`config.mk`:
```
export PLATFORM = sky130hd
export DESIGN_NAME = trap_flush_ctrl_flat
export DESIGN_NICKNAME = d
export VERILOG_FILES = /design/src/rtl/trap_flush_ctrl_if.sv /design/src/rtl/trap_flush_ctrl.sv /design/src/flat_wrapper.sv
export SDC_FILE = /design/constraint.sdc
export NUM_CORES = 1
export LEC_CHECK = 0
export ABC_AREA = 0
export CORE_UTILIZATION = 37
export DETAILED_ROUTE_END_ITERATION = 6
export GPL_TIMING_DRIVEN = 0
export PLACE_DENSITY = 0.78
export SYNTH_ARGS = -nofsm -noshare
export SYNTH_HDL_FRONTEND = slang
export SYNTH_SLANG_ARGS = --single-unit
```
`constraint.sdc`:
```
create_clock -name clk -period 3.55 [get_ports clk]
set_input_delay 0.8875 -clock clk [delete_from_list [all_inputs] [get_ports clk]]
set_output_delay 0.8875 -clock clk [all_outputs]
set_load 0.005 [all_outputs]
```
`src/rtl/trap_flush_ctrl_if.sv`:
```
// Commit, interrupt, debug, flush-handshake and CSR-update signals of trap_flush_ctrl.
// master = the controller side, slave = the surrounding pipeline (EXU/IFU/CSR file).
interface trap_flush_ctrl_if #(
  parameter int ADDR_W = 32,
  parameter int N_IRQ  = 3
);
  logic [N_IRQ-1:0]  irq_pend_i;
  logic [N_IRQ-1:0]  irq_en_i;
  logic              status_mie_i;
  logic [ADDR_W-1:0] mtvec_i;
  logic [ADDR_W-1:0] mepc_i;
  logic              cmt_vld_i;
  logic [ADDR_W-1:0] cmt_pc_i;
  logic [ADDR_W-1:0] cmt_jaddr_i;
  logic              cmt_taken_i;
  logic              cmt_prdt_i;
  logic              cmt_mret_i;
  logic              cmt_exc_i;
  logic [4:0]        cmt_exc_code_i;
  logic [ADDR_W-1:0] cmt_tval_i;
  logic              dbg_halt_i;
  logic              dbg_rst_i;
  logic              flush_ack_i;
  logic              flush_req_o;
  logic [ADDR_W-1:0] flush_addr_o;
  logic              flush_comb_o;
  logic              cmt_stall_o;
  logic              halted_o;
  logic [ADDR_W-1:0] csr_epc_o;
  logic [ADDR_W-1:0] csr_cause_o;
  logic [ADDR_W-1:0] csr_tval_o;
  logic              csr_epc_we_o;
  logic              csr_cause_we_o;
  logic              csr_tval_we_o;
  logic              csr_trap_o;
  logic              csr_mret_o;
  logic [1:0]        state_o;

  // Flush handshake: flush_req_o/flush_addr_o hold steady until a cycle in
  // which flush_ack_i is sampled high; that edge completes the transfer.
  modport master (
    input  irq_pend_i, irq_en_i, status_mie_i, mtvec_i, mepc_i,
           cmt_vld_i, cmt_pc_i, cmt_jaddr_i, cmt_taken_i, cmt_prdt_i,
           cmt_mret_i, cmt_exc_i, cmt_exc_code_i, cmt_tval_i,
           dbg_halt_i, dbg_rst_i, flush_ack_i,
    output flush_req_o, flush_addr_o, flush_comb_o, cmt_stall_o, halted_o,
           csr_epc_o, csr_cause_o, csr_tval_o, csr_epc_we_o, csr_cause_we_o,
           csr_tval_we_o, csr_trap_o, csr_mret_o, state_o
  );

  modport slave (
    output irq_pend_i, irq_en_i, status_mie_i, mtvec_i, mepc_i,
           cmt_vld_i, cmt_pc_i, cmt_jaddr_i, cmt_taken_i, cmt_prdt_i,
           cmt_mret_i, cmt_exc_i, cmt_exc_code_i, cmt_tval_i,
           dbg_halt_i, dbg_rst_i, flush_ack_i,
    input  flush_req_o, flush_addr_o, flush_comb_o, cmt_stall_o, halted_o,
           csr_epc_o, csr_cause_o, csr_tval_o, csr_epc_we_o, csr_cause_we_o,
           csr_tval_we_o, csr_trap_o, csr_mret_o, state_o
  );
endinterface

```
`src/rtl/trap_flush_ctrl.sv`:
```
// Commit-stage trap/flush controller: arbitrates debug, exceptions, mret,
// interrupts and mispredicts into one held flush request plus CSR trap writes.
module trap_flush_ctrl #(
  parameter int                ADDR_W    = 32,
  parameter int                N_IRQ     = 3,
  parameter logic [8*N_IRQ-1:0] IRQ_CODES = {8'd11, 8'd3, 8'd7},
  parameter logic [ADDR_W-1:0] RESET_PC  = 32'h8000_0000
) (
  input  logic            clk,
  input  logic            rst,
  trap_flush_ctrl_if.master bus
);

  typedef enum logic [1:0] {
    S_RUN   = 2'd0,
    S_FLUSH = 2'd1,
    S_HALT  = 2'd2
  } state_t;

  state_t            state_q;
  logic [ADDR_W-1:0] np_q;
  logic [ADDR_W-1:0] flush_addr_q;
  logic              flush_req_q;
  logic              halted_q;

  logic              in_run;
  logic              cmt_acc;
  logic [ADDR_W-1:0] pc_plus4;
  logic [ADDR_W-1:0] seq_pc;
  logic [ADDR_W-1:0] next_pc;
  logic [ADDR_W-1:0] trap_base;
  logic [ADDR_W-1:0] irq_tgt;
  logic [ADDR_W-1:0] misp_tgt;
  logic [N_IRQ-1:0]  irq_act;
  logic [7:0]        irq_code;
  logic              exc_ev, mret_ev, irq_ev, misp_ev;

  logic              take_flush;
  logic [ADDR_W-1:0] flush_tgt;
  logic              epc_we, cause_we, tval_we, trap_stb, mret_stb;
  logic [ADDR_W-1:0] epc_val, cause_val, tval_val;

  assign in_run    = (state_q == S_RUN);
  assign cmt_acc   = bus.cmt_vld_i & in_run;
  assign pc_plus4  = bus.cmt_pc_i + ADDR_W'(4);
  assign seq_pc    = bus.cmt_taken_i ? bus.cmt_jaddr_i : pc_plus4;
  assign next_pc   = cmt_acc ? seq_pc : np_q;
  assign trap_base = {bus.mtvec_i[ADDR_W-1:2], 2'b00};
  assign misp_tgt  = bus.cmt_prdt_i ? pc_plus4 : bus.cmt_jaddr_i;
  assign irq_act   = bus.irq_pend_i & bus.irq_en_i;

  // Ascending scan: the last (highest-index) active source wins.
  always_comb begin
    irq_code = '0;
    for (int i = 0; i < N_IRQ; i++) begin
      if (irq_act[i]) irq_code = IRQ_CODES[i*8 +: 8];
    end
  end

  assign irq_tgt = (bus.mtvec_i[1:0] == 2'b01) ? trap_base + (ADDR_W'(irq_code) << 2)
                                               : trap_base;

  assign exc_ev  = cmt_acc & bus.cmt_exc_i;
  assign mret_ev = cmt_acc & bus.cmt_mret_i;
  assign irq_ev  = in_run & (|irq_act) & bus.status_mie_i;
  assign misp_ev = cmt_acc & (bus.cmt_taken_i ^ bus.cmt_prdt_i);

  always_comb begin
    take_flush = 1'b0;
    flush_tgt  = flush_addr_q;
    epc_we     = 1'b0;
    cause_we   = 1'b0;
    tval_we    = 1'b0;
    trap_stb   = 1'b0;
    mret_stb   = 1'b0;
    epc_val    = '0;
    cause_val  = '0;
    tval_val   = '0;
    case (state_q)
      S_RUN: begin
        if (bus.dbg_rst_i) begin
          take_flush = 1'b1;
          flush_tgt  = RESET_PC;
        end else if (bus.dbg_halt_i) begin
          take_flush = 1'b0;
        end else if (exc_ev) begin
          take_flush = 1'b1;
          flush_tgt  = trap_base;
          epc_we     = 1'b1;
          cause_we   = 1'b1;
          tval_we    = 1'b1;
          trap_stb   = 1'b1;
          epc_val    = bus.cmt_pc_i;
          cause_val  = {{(ADDR_W-5){1'b0}}, bus.cmt_exc_code_i};
          tval_val   = bus.cmt_tval_i;
        end else if (mret_ev) begin
          take_flush = 1'b1;
          flush_tgt  = bus.mepc_i;
          mret_stb   = 1'b1;
        end else if (irq_ev) begin
          take_flush = 1'b1;
          flush_tgt  = irq_tgt;
          epc_we     = 1'b1;
          cause_we   = 1'b1;
          trap_stb   = 1'b1;
          epc_val    = next_pc;
          cause_val  = {1'b1, {(ADDR_W-9){1'b0}}, irq_code};
        end else if (misp_ev) begin
          take_flush = 1'b1;
          flush_tgt  = misp_tgt;
        end
      end
      S_HALT: begin
        if (bus.dbg_rst_i) begin
          take_flush = 1'b1;
          flush_tgt  = RESET_PC;
        end
      end
      default: ;
    endcase
  end

  always_ff @(posedge clk or negedge rst) begin
    if (!rst) begin
      state_q      <= S_RUN;
      np_q         <= RESET_PC;
      flush_req_q  <= 1'b0;
      flush_addr_q <= RESET_PC;
      halted_q     <= 1'b0;
    end else begin
      if (cmt_acc) np_q <= seq_pc;
      case (state_q)
        S_RUN: begin
          if (take_flush) begin
            state_q      <= S_FLUSH;
            flush_req_q  <= 1'b1;
            flush_addr_q <= flush_tgt;
          end else if (bus.dbg_halt_i) begin
            state_q  <= S_HALT;
            halted_q <= 1'b1;
          end
        end
        S_FLUSH: begin
          // A debug reset retargets the pending flush, even if the old target was just acked.
          if (bus.dbg_rst_i) begin
            flush_addr_q <= RESET_PC;
          end else if (bus.flush_ack_i) begin
            state_q     <= S_RUN;
            flush_req_q <= 1'b0;
          end
        end
        S_HALT: begin
          if (take_flush) begin
            state_q      <= S_FLUSH;
            flush_req_q  <= 1'b1;
            flush_addr_q <= flush_tgt;
            halted_q     <= 1'b0;
          end else if (!bus.dbg_halt_i) begin
            state_q  <= S_RUN;
            halted_q <= 1'b0;
          end
        end
        default: begin
          state_q     <= S_RUN;
          flush_req_q <= 1'b0;
          halted_q    <= 1'b0;
        end
      endcase
    end
  end

  assign bus.flush_req_o    = flush_req_q;
  assign bus.flush_addr_o   = flush_addr_q;
  assign bus.flush_comb_o   = take_flush;
  assign bus.cmt_stall_o    = ~in_run;
  assign bus.halted_o       = halted_q;
  assign bus.csr_epc_o      = epc_val;
  assign bus.csr_cause_o    = cause_val;
  assign bus.csr_tval_o     = tval_val;
  assign bus.csr_epc_we_o   = epc_we;
  assign bus.csr_cause_we_o = cause_we;
  assign bus.csr_tval_we_o  = tval_we;
  assign bus.csr_trap_o     = trap_stb;
  assign bus.csr_mret_o     = mret_stb;
  assign bus.state_o        = state_q;

endmodule

```
`src/flat_wrapper.sv`:
```
// flat-port wrapper written by rule: the top's interface ports become plain ports
module trap_flush_ctrl_flat 
#(
  parameter int                ADDR_W    = 32,
  parameter int                N_IRQ     = 3,
  parameter logic [8*N_IRQ-1:0] IRQ_CODES = {8'd11, 8'd3, 8'd7},
  parameter logic [ADDR_W-1:0] RESET_PC  = 32'h8000_0000
)
  (clk, rst, bus_irq_pend_i, bus_irq_en_i, bus_status_mie_i, bus_mtvec_i, bus_mepc_i, bus_cmt_vld_i, bus_cmt_pc_i, bus_cmt_jaddr_i, bus_cmt_taken_i, bus_cmt_prdt_i, bus_cmt_mret_i, bus_cmt_exc_i, bus_cmt_exc_code_i, bus_cmt_tval_i, bus_dbg_halt_i, bus_dbg_rst_i, bus_flush_ack_i, bus_flush_req_o, bus_flush_addr_o, bus_flush_comb_o, bus_cmt_stall_o, bus_halted_o, bus_csr_epc_o, bus_csr_cause_o, bus_csr_tval_o, bus_csr_epc_we_o, bus_csr_cause_we_o, bus_csr_tval_we_o, bus_csr_trap_o, bus_csr_mret_o, bus_state_o);
  trap_flush_ctrl_if #(.ADDR_W(ADDR_W), .N_IRQ(N_IRQ)) bus_i ();
  input  logic clk;
  input  logic rst;
  input wire logic [$bits(bus_i.irq_pend_i)-1:0] bus_irq_pend_i;
  input wire logic [$bits(bus_i.irq_en_i)-1:0] bus_irq_en_i;
  input wire logic [$bits(bus_i.status_mie_i)-1:0] bus_status_mie_i;
  input wire logic [$bits(bus_i.mtvec_i)-1:0] bus_mtvec_i;
  input wire logic [$bits(bus_i.mepc_i)-1:0] bus_mepc_i;
  input wire logic [$bits(bus_i.cmt_vld_i)-1:0] bus_cmt_vld_i;
  input wire logic [$bits(bus_i.cmt_pc_i)-1:0] bus_cmt_pc_i;
  input wire logic [$bits(bus_i.cmt_jaddr_i)-1:0] bus_cmt_jaddr_i;
  input wire logic [$bits(bus_i.cmt_taken_i)-1:0] bus_cmt_taken_i;
  input wire logic [$bits(bus_i.cmt_prdt_i)-1:0] bus_cmt_prdt_i;
  input wire logic [$bits(bus_i.cmt_mret_i)-1:0] bus_cmt_mret_i;
  input wire logic [$bits(bus_i.cmt_exc_i)-1:0] bus_cmt_exc_i;
  input wire logic [$bits(bus_i.cmt_exc_code_i)-1:0] bus_cmt_exc_code_i;
  input wire logic [$bits(bus_i.cmt_tval_i)-1:0] bus_cmt_tval_i;
  input wire logic [$bits(bus_i.dbg_halt_i)-1:0] bus_dbg_halt_i;
  input wire logic [$bits(bus_i.dbg_rst_i)-1:0] bus_dbg_rst_i;
  input wire logic [$bits(bus_i.flush_ack_i)-1:0] bus_flush_ack_i;
  output wire logic [$bits(bus_i.flush_req_o)-1:0] bus_flush_req_o;
  output wire logic [$bits(bus_i.flush_addr_o)-1:0] bus_flush_addr_o;
  output wire logic [$bits(bus_i.flush_comb_o)-1:0] bus_flush_comb_o;
  output wire logic [$bits(bus_i.cmt_stall_o)-1:0] bus_cmt_stall_o;
  output wire logic [$bits(bus_i.halted_o)-1:0] bus_halted_o;
  output wire logic [$bits(bus_i.csr_epc_o)-1:0] bus_csr_epc_o;
  output wire logic [$bits(bus_i.csr_cause_o)-1:0] bus_csr_cause_o;
  output wire logic [$bits(bus_i.csr_tval_o)-1:0] bus_csr_tval_o;
  output wire logic [$bits(bus_i.csr_epc_we_o)-1:0] bus_csr_epc_we_o;
  output wire logic [$bits(bus_i.csr_cause_we_o)-1:0] bus_csr_cause_we_o;
  output wire logic [$bits(bus_i.csr_tval_we_o)-1:0] bus_csr_tval_we_o;
  output wire logic [$bits(bus_i.csr_trap_o)-1:0] bus_csr_trap_o;
  output wire logic [$bits(bus_i.csr_mret_o)-1:0] bus_csr_mret_o;
  output wire logic [$bits(bus_i.state_o)-1:0] bus_state_o;
  assign bus_i.irq_pend_i = bus_irq_pend_i;
  assign bus_i.irq_en_i = bus_irq_en_i;
  assign bus_i.status_mie_i = bus_status_mie_i;
  assign bus_i.mtvec_i = bus_mtvec_i;
  assign bus_i.mepc_i = bus_mepc_i;
  assign bus_i.cmt_vld_i = bus_cmt_vld_i;
  assign bus_i.cmt_pc_i = bus_cmt_pc_i;
  assign bus_i.cmt_jaddr_i = bus_cmt_jaddr_i;
  assign bus_i.cmt_taken_i = bus_cmt_taken_i;
  assign bus_i.cmt_prdt_i = bus_cmt_prdt_i;
  assign bus_i.cmt_mret_i = bus_cmt_mret_i;
  assign bus_i.cmt_exc_i = bus_cmt_exc_i;
  assign bus_i.cmt_exc_code_i = bus_cmt_exc_code_i;
  assign bus_i.cmt_tval_i = bus_cmt_tval_i;
  assign bus_i.dbg_halt_i = bus_dbg_halt_i;
  assign bus_i.dbg_rst_i = bus_dbg_rst_i;
  assign bus_i.flush_ack_i = bus_flush_ack_i;
  assign bus_flush_req_o = bus_i.flush_req_o;
  assign bus_flush_addr_o = bus_i.flush_addr_o;
  assign bus_flush_comb_o = bus_i.flush_comb_o;
  assign bus_cmt_stall_o = bus_i.cmt_stall_o;
  assign bus_halted_o = bus_i.halted_o;
  assign bus_csr_epc_o = bus_i.csr_epc_o;
  assign bus_csr_cause_o = bus_i.csr_cause_o;
  assign bus_csr_tval_o = bus_i.csr_tval_o;
  assign bus_csr_epc_we_o = bus_i.csr_epc_we_o;
  assign bus_csr_cause_we_o = bus_i.csr_cause_we_o;
  assign bus_csr_tval_we_o = bus_i.csr_tval_we_o;
  assign bus_csr_trap_o = bus_i.csr_trap_o;
  assign bus_csr_mret_o = bus_i.csr_mret_o;
  assign bus_state_o = bus_i.state_o;
  trap_flush_ctrl #(.ADDR_W(ADDR_W), .N_IRQ(N_IRQ), .IRQ_CODES(IRQ_CODES), .RESET_PC(RESET_PC)) u_core (.clk(clk), .rst(rst), .bus(bus_i));
endmodule
```
==> results of run 1 <==
==> repair_timing <==
action | 4_1_cts | 5_1_grt
hold buffers | 0 | 0
gates resized for setup | 405 | 94
gates cloned | 5 | 0
pin swaps | 52 | 39
setup endpoints to repair | 108 | 52
buffers inserted | 62 | 20
==> flip-flops by register name, summed over array words and instances, names as in the netlist <==
register                 count
u_core.bus.flush_addr_o     32
u_core.np_q                 32
u_core.bus.state_o           2
u_core.bus.flush_req_o       1
u_core.bus.halted_o          1
==> layout make-up <==
type / instances / area, um2
diodes: 1 / 2.50
plain buffers: 81 / 533
clock buffers: 14 / 274
clock inverters: 1 / 30.0
fillers: 1318 / 5490
inverters: 14 / 52.6
multi-input cells: 664 / 4700
flip-flops and latches: 68 / 1710
well taps: 220 / 275
repair buffers: 373 / 3460
==> cells in the final DEF, fill, tap and decap left out, types with 7 or more instances in the layout <==
cell type        instances
mux2i_1                 18
nand4_1                 19
a21oi_1                 40
clkbuf_2                15
buf_6                   20
clkdlybuf4s15_2          7
clkdlybuf4s50_1        210
o22ai_1                 12
a211oi_1                 7
xor2_1                  21
nand3_1                 15
clkbuf_16               10
buf_4                  101
dfrtp_1                 65
a31oi_1                  7
xnor2_2                  7
nand2_1                 75
nor3_1                  10
conb_1                  26
inv_1                   11
a22oi_1                  8
o21ai_0                 54
o21ai_2                 10
nor2_1                  65
a22o_1                  33
and3_1                  12
and2_1                  38
clkbuf_1                25
buf_2                   44
clkbuf_4                 7
xnor2_1                 12
a221o_1                  9
==> per-stage QoR <==
stage          cell area, um2  TNS (ns)  setup WS (ns)  power, W
4_1_cts                 10700    -0.844         -0.176   0.00294
6_report                11000     -2.00         -0.267   0.00307
2_1_floorplan            6350         0         0.0169   0.00139
3_5_place_dp             9530   -118.89          -1.57   0.00192
3_3_place_gp             9510   -210.35          -2.01   0.00191
5_1_grt                 11000     -2.61         -0.341   0.00317
==> worst max-delay path, stage by stage <==
cell,delay [ns]
buf_2,0.17
nand4_1,0.16
buf_4,0.18
or3_4,0.36
or4_4,0.54
a21oi_2,0.16
a211o_1,0.19
a22o_1,0.15
buf_2,0.12
==> cells by family (layout without fill, tap and decap cells) <==
| family | Yosys count | count (layout) | share of synthesized area (%) |
|---|---|---|---|
| adders and majority gates | 7 | 7 | 1.48 |
| xor gates and xnor gates | 44 | 44 | 6.17 |
| and+or+nand+nor | 298 | 298 | 24.3 |
| buffers and inverters | 101 | 483 | 7.95 |
| AOI/OAI and AO/OA | 269 | 269 | 29.6 |
| other | 1 | 27 | 0.0600 |
| muxes | 20 | 20 | 3.22 |
| DFF | 68 | 68 | 27.3 |
==> synth_stat cells, types with 16 or more instances <==
cell type,instances
xor2_1,25
mux2i_1,19
o22ai_1,16
nand2_1,77
nand4_1,19
dfrtp_1,66
a21oi_1,42
buf_4,28
nor3_1,18
nor2_1,74
o21ai_0,70
and2_1,39
nand3_1,20
clkbuf_1,51
a22o_1,33
xnor2_1,19
==> worst min-delay path by stage <==
stage                             endpoint  slack, ns  cells after the start
6_report                    u_core.np_q[6]       0.48                      1
5_1_grt                    u_core.np_q[26]       0.50                      2
4_1_cts         u_core.bus.flush_addr_o[1]       0.48                      2
2_1_floorplan              u_core.np_q[29]       0.45                      1
3_3_place_gp   u_core.bus.flush_addr_o[29]       0.46                      2
3_5_place_dp    u_core.bus.flush_addr_o[1]       0.47                      2
==> metal layers <==
layer  up-vias  track usage (%)  wire [um]
met2       741             57.6      15200
met3       164             8.57       4040
met1      4093             47.4      12900
met4         0             16.3       1760
li1       3775                -          -
met5         -                0          0
==> where the power goes <==
group	total (W)	internal, W	switching, W
sequential	0.000972	0.000909	0.0000633
combinational	0.00113	0.000516	0.000617
clock	0.000966	0.000599	0.000367
==> flow_summary_export.csv, run 1 <==
group,metric,value,unit
global_route,track_usage,36.5,%
timing,worst_pin_slew,0.962,ns
timing,fin_crit_sh,108,%
critical_path,worstPathArrival,2.93,ns
clock_network,cts.htree.levels,3,
synthesis,synth_top_area_share,26.4,%
synthesis,synthArstFlopShare,100,%
global_route,grt_overflow,0,
finish,stdcell_count,1436,
worst_hold_path,hp-class,"input pin to asynchronous set/reset pin",
timing,hold_ws,0.478,ns
finish,drive_above_1_share,26.0,%
pwr,power.density,278,nW/um2
critical_path,cp-end-kind,"output pin",
timing,fmax,262,MHz
floorplan,io_pins,321,
synthesis,synth_cell_types,76,
clock_network,clk_latency,0.35,ns
critical_path,timing.rr.start,"u_core.bus.state_o[1]",
critical_path,path_max_fanout,5,
drt,dr.first_iter.drc_count,1107,
drt,dr.pass1.iters,6,
placed_design,dp_cells,1342,
pwr,power.leakage,4.77,nW
synthesis,synthCells,808,
placed_design,hpwl,22900,um
timing,setup_viol,18,
floorplan,dieArea,17400,um2
clock_network,cts_buffers,9,
clock_network,clkTransAtPathRegs,0.06,ns
drt,ant_nets,0,
pwr,vdd.ir_drop.worst,0.302,mV
timing,fin_ws,-0.267,ns
timing,slew_headroom,35.5,%
synthesis,synth-seq-cells,68,
critical_path,critPathRequiredTime,2.66,ns
synthesis,yosysWarnings,0,
finish,synthToLayoutAreaGrowth,76.6,%
clock_network,cts-root-buf,"clkbuf_16",
floorplan,die_w,132,um
run_status,violations,"negative setup slack",
timing,grt_setup_unrepaired,"true",
global_route,grt_pass1_wl,48700,um
timing,finalMaxSlewViolations,0,
critical_path,crit_path_start_kind,"input pin",
critical_path,ff2ff_path_depth,6,
finish,utilization,66.8,%
timing,hold_violations,0,
floorplan,start_util,37.8,%
drt,avgRoutedWirePerCell,23.6,um
clock_network,cts_tree,"yes",
drt,drc,0,
critical_path,reg2reg_slack,0.51,ns
flow_run,drv_cap,0,
synthesis,synth_top_area_cell,"dfrtp_1",
placed_design,numPortBuffers,288,
drt,drt_wl_total,33900,um
floorplan,die_h,132,um
drt,vias,8773,
global_route,grt_max_degree,40,
critical_path,endpoint,"bus_csr_epc_o[27]",
global_route,grt_pass1_vias,8310,
timing,min_period,3.82,ns
critical_path,path_class,"input pin to output pin",
floorplan,rows,47,
critical_path,crit_path_start,"bus_cmt_pc_i[21]",
run_status,status,"finished, violations left",
synthesis,ys_seq_area_share,27.3,%
synthesis,synth_area_leaders,"dfrtp_1, o21ai_0, a22o_1, nand2_1, nor2_1",
critical_path,regToRegEndpoint,"u_core.bus.flush_addr_o[28]",
synthesis,post_synth.cell_area_avg,7.73,um2
clock_network,clock_path_buffers,2,
drt,via_per_inst,6.11,
placed_design,gp_congestion,0.944,
synthesis,synth_edf_count,0,
floorplan,coreArea,16500,um2
finish,final_nets,1399,
synthesis,netlist_area,6250,um2
global_route,grt_antenna_before_repair,1,
synthesis,ys.flop_type,"dfrtp_1",
clock_network,cts.sinks,68,
timing,fin_skew,0.00916,ns
No activity file was read; power rests on OpenSTA's default activity.
==> run 2: changes to the inputs <==
--- a/config.mk
+++ b/config.mk
@@ -6,10 +6,12 @@
 export NUM_CORES = 1
 export LEC_CHECK = 0
 export ABC_AREA = 0
-export CORE_UTILIZATION = 37
+export CELL_PAD_IN_SITES_DETAIL_PLACEMENT = 1
+export CELL_PAD_IN_SITES_GLOBAL_PLACEMENT = 1
+export CORE_UTILIZATION = 25
 export DETAILED_ROUTE_END_ITERATION = 6
 export GPL_TIMING_DRIVEN = 0
-export PLACE_DENSITY = 0.78
+export PLACE_DENSITY_LB_ADDON = 0.1
 export SYNTH_ARGS = -nofsm -noshare
 export SYNTH_HDL_FRONTEND = slang
 export SYNTH_SLANG_ARGS = --single-unit
==> run 2 against run 1 <==
  * The flow still finishes with violations (negative setup slack)
  * Clock skew shrank 0.0034 ns
  * Wire length grew 6.4%
  * Register-to-register slack is essentially flat
  * Sequential power shrank 1%
  * First-iteration DRC count shrank 53%
  * Power shrank 3.9%
  * Critical path depth is the same
  * Flip-flop and latch count is the same
  * Non-clock buffer count shrank 16
  * Maximum frequency grew 0.77%
  * Setup slack gained 0.029 ns
==> flow_summary_export.csv, run 2 (same netlist as run 1, synthesis figures left out) <==
group,metric,value,unit
timing,min_period,3.79,ns
global_route,busiest_layer,"met2",
floorplan,start_util,25.6,%
critical_path,crit_path_top_delay_cell,"or4_4",
clock_network,cts.sinks,68,
drt,via_per_inst,5.37,
clock_network,cts.htree.levels,3,
placed_design,gp_congestion,0.915,
pwr,power.density,269,nW/um2
timing,hold_violations,0,
critical_path,critPathMaxStageDelay,0.57,ns
global_route,grt_overflow,0,
finish,synthToLayoutAreaGrowth,75.5,%
floorplan,die_h,160,um
global_route,grt_antenna_before_repair,0,
critical_path,crit_family,"simple AND/OR/NAND/NOR gates",
global_route,gr-usage-met2,45.1,%
critical_path,crit_path_start_kind,"input pin",
timing,fmax,264,MHz
timing,worst_pin_slew,1.16,ns
global_route,gr-usage-met3,5.04,%
worst_hold_path,hp-class,"input pin to asynchronous set/reset pin",
critical_path,path_max_fanout,5,
critical_path,critPathRequiredTime,2.66,ns
timing,finalMaxSlewViolations,0,
floorplan,die_w,160,um
finish,antenna_cells,0,
critical_path,worstPathArrival,2.90,ns
timing,fin_ws,-0.238,ns
drt,drt_wl_total,36000,um
floorplan,coreArea,24400,um2
drt,avgRoutedWirePerCell,23.7,um
critical_path,cp-end-kind,"output pin",
global_route,grt_pass1_vias,8295,
floorplan,rows,57,
critical_path,path_cells,"buf_12 > nand4_4 > or4_4 > buf_8 > or3_4 > a311oi_2 > a21o_1 > a22o_1 > buf_2",
clock_network,cts_buffers,9,
clock_network,clkTransAtPathRegs,0.06,ns
clock_network,cts-root-buf,"clkbuf_16",
timing,grt_setup_unrepaired,"true",
global_route,track_usage,27.4,%
flow_run,drv_cap,0,
critical_path,reg2reg_slack,0.50,ns
drt,drc,0,
finish,utilization,45.0,%
floorplan,dieArea,25600,um2
critical_path,critPathBufInv,3,
run_status,violations,"negative setup slack",
critical_path,path_class,"input pin to output pin",
pwr,power.leakage,4.73,nW
placed_design,hpwl,27000,um
drt,ant_nets,0,
global_route,grt_pass1_wl,52700,um
global_route,use_met1,36.5,%
drt,dr.first_iter.drc_count,515,
timing,fin_skew,0.00579,ns
drt,dr.pass1.iters,7,
timing,setup_viol,10,
clock_network,clk_latency,0.35,ns
timing,fin_setup_tns,-1.07,ns
floorplan,io_pins,321,
run_status,status,"finished, violations left",
finish,final_nets,1383,
timing,slew_headroom,21.8,%
placed_design,numPortBuffers,288,
pwr,vdd.ir_drop.worst,0.155,mV
drt,vias,8175,
global_route,grt_max_degree,48,
timing,fin_crit_sh,107,%
clock_network,clock_path_buffers,2,
finish,layout_common_cells,"clkdlybuf4s50_1, buf_4, nand2_1, nor2_1, dfrtp_1",
finish,drive_above_1_share,24.4,%
clock_network,cts_tree,"yes",
finish,final_common_cell,"clkdlybuf4s50_1",
==> run 2: changes by cell type in the layout (fill, tap and decap cells not counted), sizes merged <==
| cell | before | now |
|---|---|---|
| clkdlybuf4s15 | 8 | 7 |
| buf | 179 | 165 |
| dlymetal6s2s | 3 | 6 |
| diode | 1 | 0 |
| clkbuf | 63 | 60 |
| bufinv | 1 | 0 |
| dlygate4sd2 | 5 | 1 |
| clkinv | 1 | 4 |
==> run 2: cell type report <==
type	instances	area, um2
fillers	2921	13400
clock inverters	3	15.0
flip-flops and latches	68	1700
well taps	324	405
repair buffers	355	3320
multi-input cells	664	4640
inverters	14	55.1
clock buffers	11	243
plain buffers	83	582
==> run 2: path summary, 6_finish.rpt <==
kind                       cells past startpoint             startpoint                           to
max                                            9        bus_cmt_pc_i[5]            bus_csr_epc_o[29]
min                                            1                    rst   u_core.bus.flush_addr_o[3]
max reg2reg                                   10  u_core.bus.state_o[1]  u_core.bus.flush_addr_o[28]
min reg2reg                                    2        u_core.np_q[18]              u_core.np_q[18]
max in group asynchronous                      2                    rst              u_core.np_q[31]
min in group clk                               2        u_core.np_q[18]              u_core.np_q[18]
==> run 2: layer usage <==
metal / routed length, um / vias to the layer above
met5: 0 / -
met4: 706 / 0
met3: 2250 / 44
met2: 17100 / 348
met1: 16000 / 4044
li1: - / 3739
==> run 2: worst reg2reg max path, delay by kind of cell, from the launching register on <==
kind,cells,cell delay (ns)
compound gates,3,1.13
buf+inv,4,0.61
flops,1,0.38
simple gates,3,0.87
==> run 2: report_power, final <==
group          leakage, nW  internal [W]  switching (W)
Clock                0.131      0.000482       0.000384
Sequential           0.880      0.000908      0.0000538
Combinational         3.72      0.000512       0.000611
Total                 4.73       0.00190        0.00105
==> run 2: through the flow <==
step | setup WS [ns] | hold slack (ns) | cells | area, um2 | total power, W
after global placement | -2.31 | 0.462 | 1445 | 9640 | 0.00195
after CTS | -0.220 | 0.458 | 1500 | 10600 | 0.00289
after global routing | -0.267 | 0.469 | 1522 | 11000 | 0.00307
after floorplan | 0.0169 | 0.446 | 833 | 6350 | 0.00139
after detailed placement | -1.71 | 0.477 | 1447 | 9680 | 0.00196
final | -0.238 | 0.446 | 1522 | 11000 | 0.00295
==> run 2: repair_timing <==
item	4_1_cts	5_1_grt
buffers inserted	40	24
pin swaps	42	33
hold endpoints to repair	0	0
hold buffers	0	0
gates resized for setup	417	83
gates cloned	3	0
endpoints found under the setup margin	108	92
==> run 3: changes to the inputs <==
--- a/config.mk
+++ b/config.mk
@@ -6,12 +6,15 @@
 export NUM_CORES = 1
 export LEC_CHECK = 0
 export ABC_AREA = 0
+export ABC_CLOCK_PERIOD_IN_PS = 3550
 export CELL_PAD_IN_SITES_DETAIL_PLACEMENT = 1
 export CELL_PAD_IN_SITES_GLOBAL_PLACEMENT = 1
+export CORE_MARGIN = 2
 export CORE_UTILIZATION = 25
 export DETAILED_ROUTE_END_ITERATION = 6
 export GPL_TIMING_DRIVEN = 0
 export PLACE_DENSITY_LB_ADDON = 0.1
+export SETUP_SLACK_MARGIN = 0.4
 export SYNTH_ARGS = -nofsm -noshare
 export SYNTH_HDL_FRONTEND = slang
 export SYNTH_SLANG_ARGS = --single-unit
==> run 3 against run 2 <==
  * Count of clock-buffer cells in the layout is 1 higher
  * Largest power group unchanged
  * First-iteration DRC count is 24% higher
  * Clock power is 14% higher
  * Combinational power is 16% higher
  * Die area is 2.5% higher
  * The flow still finishes with violations (negative setup slack)
==> flow_summary_export.csv, run 3 (same netlist as run 1, synthesis figures left out) <==
group,metric,value,unit
drt,drc,0,
clock_network,cts-root-buf,"clkbuf_16",
floorplan,rows,57,
drt,ant_nets,0,
critical_path,crit_path_start_kind,"input pin",
floorplan,die_w,162,um
timing,hold_ws,0.410,ns
finish,synthToLayoutAreaGrowth,93.2,%
critical_path,critPathRequiredTime,2.66,ns
drt,drt_wl_total,39000,um
drt,vias,8581,
global_route,grt_pass1_wl,55100,um
global_route,grt_max_degree,54,
pwr,power.density,269,nW/um2
drt,dr.pass1.iters,5,
critical_path,path_class,"input pin to output pin",
pwr,total_power,0.00325,W
clock_network,clock_path_buffers,2,
critical_path,path_max_fanout,4,
worst_hold_path,hp-class,"input pin to asynchronous set/reset pin",
clock_network,cts.htree.levels,3,
placed_design,gp_congestion,0.888,
run_status,status,"finished, violations left",
floorplan,dieArea,26300,um2
global_route,grt_antenna_before_repair,2,
finish,drive_above_1_share,34.4,%
clock_network,clk_latency,0.35,ns
global_route,grt_pass1_vias,8790,
drt,dr.first_iter.drc_count,637,
drt,dr.max_layer_used,"met5",
critical_path,worstPathArrival,2.97,ns
floorplan,io_pins,321,
clock_network,cts_buffers,9,
drt,via_per_inst,5.41,
timing,slew_headroom,42.9,%
timing,worst_pin_slew,0.849,ns
drt,met2_length,19000,um
drt,met3_length,2700,um
floorplan,start_util,25.5,%
clock_network,cts_tree,"yes",
floorplan,coreArea,24500,um2
timing,fin_ws,-0.306,ns
critical_path,crit_path_start,"bus_cmt_pc_i[6]",
drt,avgRoutedWirePerCell,24.6,um
pwr,vdd.ir_drop.worst,0.158,mV
finish,final_nets,1443,
clock_network,clkTransAtPathRegs,0.06,ns
pwr,power.leakage,5.29,nW
finish,final_common_cell,"clkdlybuf4s50_1",
timing,min_period,3.86,ns
critical_path,timing.rr.start,"u_core.bus.state_o[1]",
timing,finalMaxSlewViolations,0,
timing,setup_viol,20,
placed_design,hpwl,27500,um
timing,fin_skew,0.00434,ns
floorplan,die_h,162,um
critical_path,cp-end-kind,"output pin",
timing,grt_setup_unrepaired,"true",
global_route,grt_overflow,0,
flow_run,drv_cap,0,
placed_design,numPortBuffers,288,
clock_network,cts.sinks,68,
run_status,violations,"negative setup slack",
timing,hold_violations,0,
timing,fmax,259,MHz
timing,fin_crit_sh,109,%
finish,layout_common_cells,"clkdlybuf4s50_1, buf_4, nand2_1, dfrtp_1, nor2_1",
global_route,track_usage,28.0,%
drt,wl_met1,16200,um
## run 3: worst paths after layout
path | to | slack, ns | cells past startpoint
max | bus_csr_epc_o[25] | -0.31 | 9
min | u_core.bus.flush_addr_o[3] | 0.41 | 1
max reg2reg | u_core.bus.flush_addr_o[26] | 0.42 | 12
min reg2reg | u_core.bus.flush_addr_o[3] | 0.48 | 2
max in group asynchronous | u_core.np_q[31] | 2.50 | 2
min in group clk | u_core.bus.flush_addr_o[3] | 0.48 | 2
## run 3: where the power goes
part | internal [W] | switching (W) | leakage, nW
registers | 0.000909 | 0.0000594 | 0.879
logic | 0.000620 | 0.000677 | 4.26
clock network | 0.000581 | 0.000403 | 0.149
total | 0.00211 | 0.00114 | 5.29
## run 3: area by class of cell
cell class	count	area (um2)
Sequential cell	68	1710
Antenna cell	1	2.50
Buffer	86	721
Clock buffer	12	256
Tap cell	324	405
Timing Repair Buffer	412	3840
Fill cell	2811	12400
Multi-Input combinational cell	664	5030
Inverter	14	62.6
Clock inverter	4	47.5
## run 3: metal layers
layer | global-route usage [%] | up-vias
li1 | - | 3859
met1 | 36.5 | 4251
met2 | 47.1 | 405
met3 | 4.83 | 64
met4 | 9.29 | 2
met5 | 0 | -
## run 3: critical path: stages
cell	delay [ns]
buf_8	0.09
nand4_4	0.10
or4_4	0.54
buf_6	0.14
or4_4	0.53
xor2_4	0.18
o22ai_2	0.21
a22o_1	0.15
buf_2	0.12
## run 3: what timing repair did
action	in CTS	in global routing
pin swaps	52	100
cloned	4	1
hold endpoints to repair	0	0
setup buffers	87	31
endpoints found under the setup margin	117	100
hold buffers	0	0
resized for setup	511	232
## run 3: metrics by stage
step           util (%)  worst slack, ns  TNS, ns  cells  cell area, um2
4_1_cts            45.8           -0.222    -2.26   1553           11200
5_1_grt            49.3           -0.331    -2.84   1585           12100
6_report           49.3           -0.306    -1.66   1585           12100
2_1_floorplan         -           0.0308        0    833            6470
3_5_place_dp       40.0            -1.66  -112.76   1446            9780
3_3_place_gp       39.9            -1.64  -199.34   1445            9750
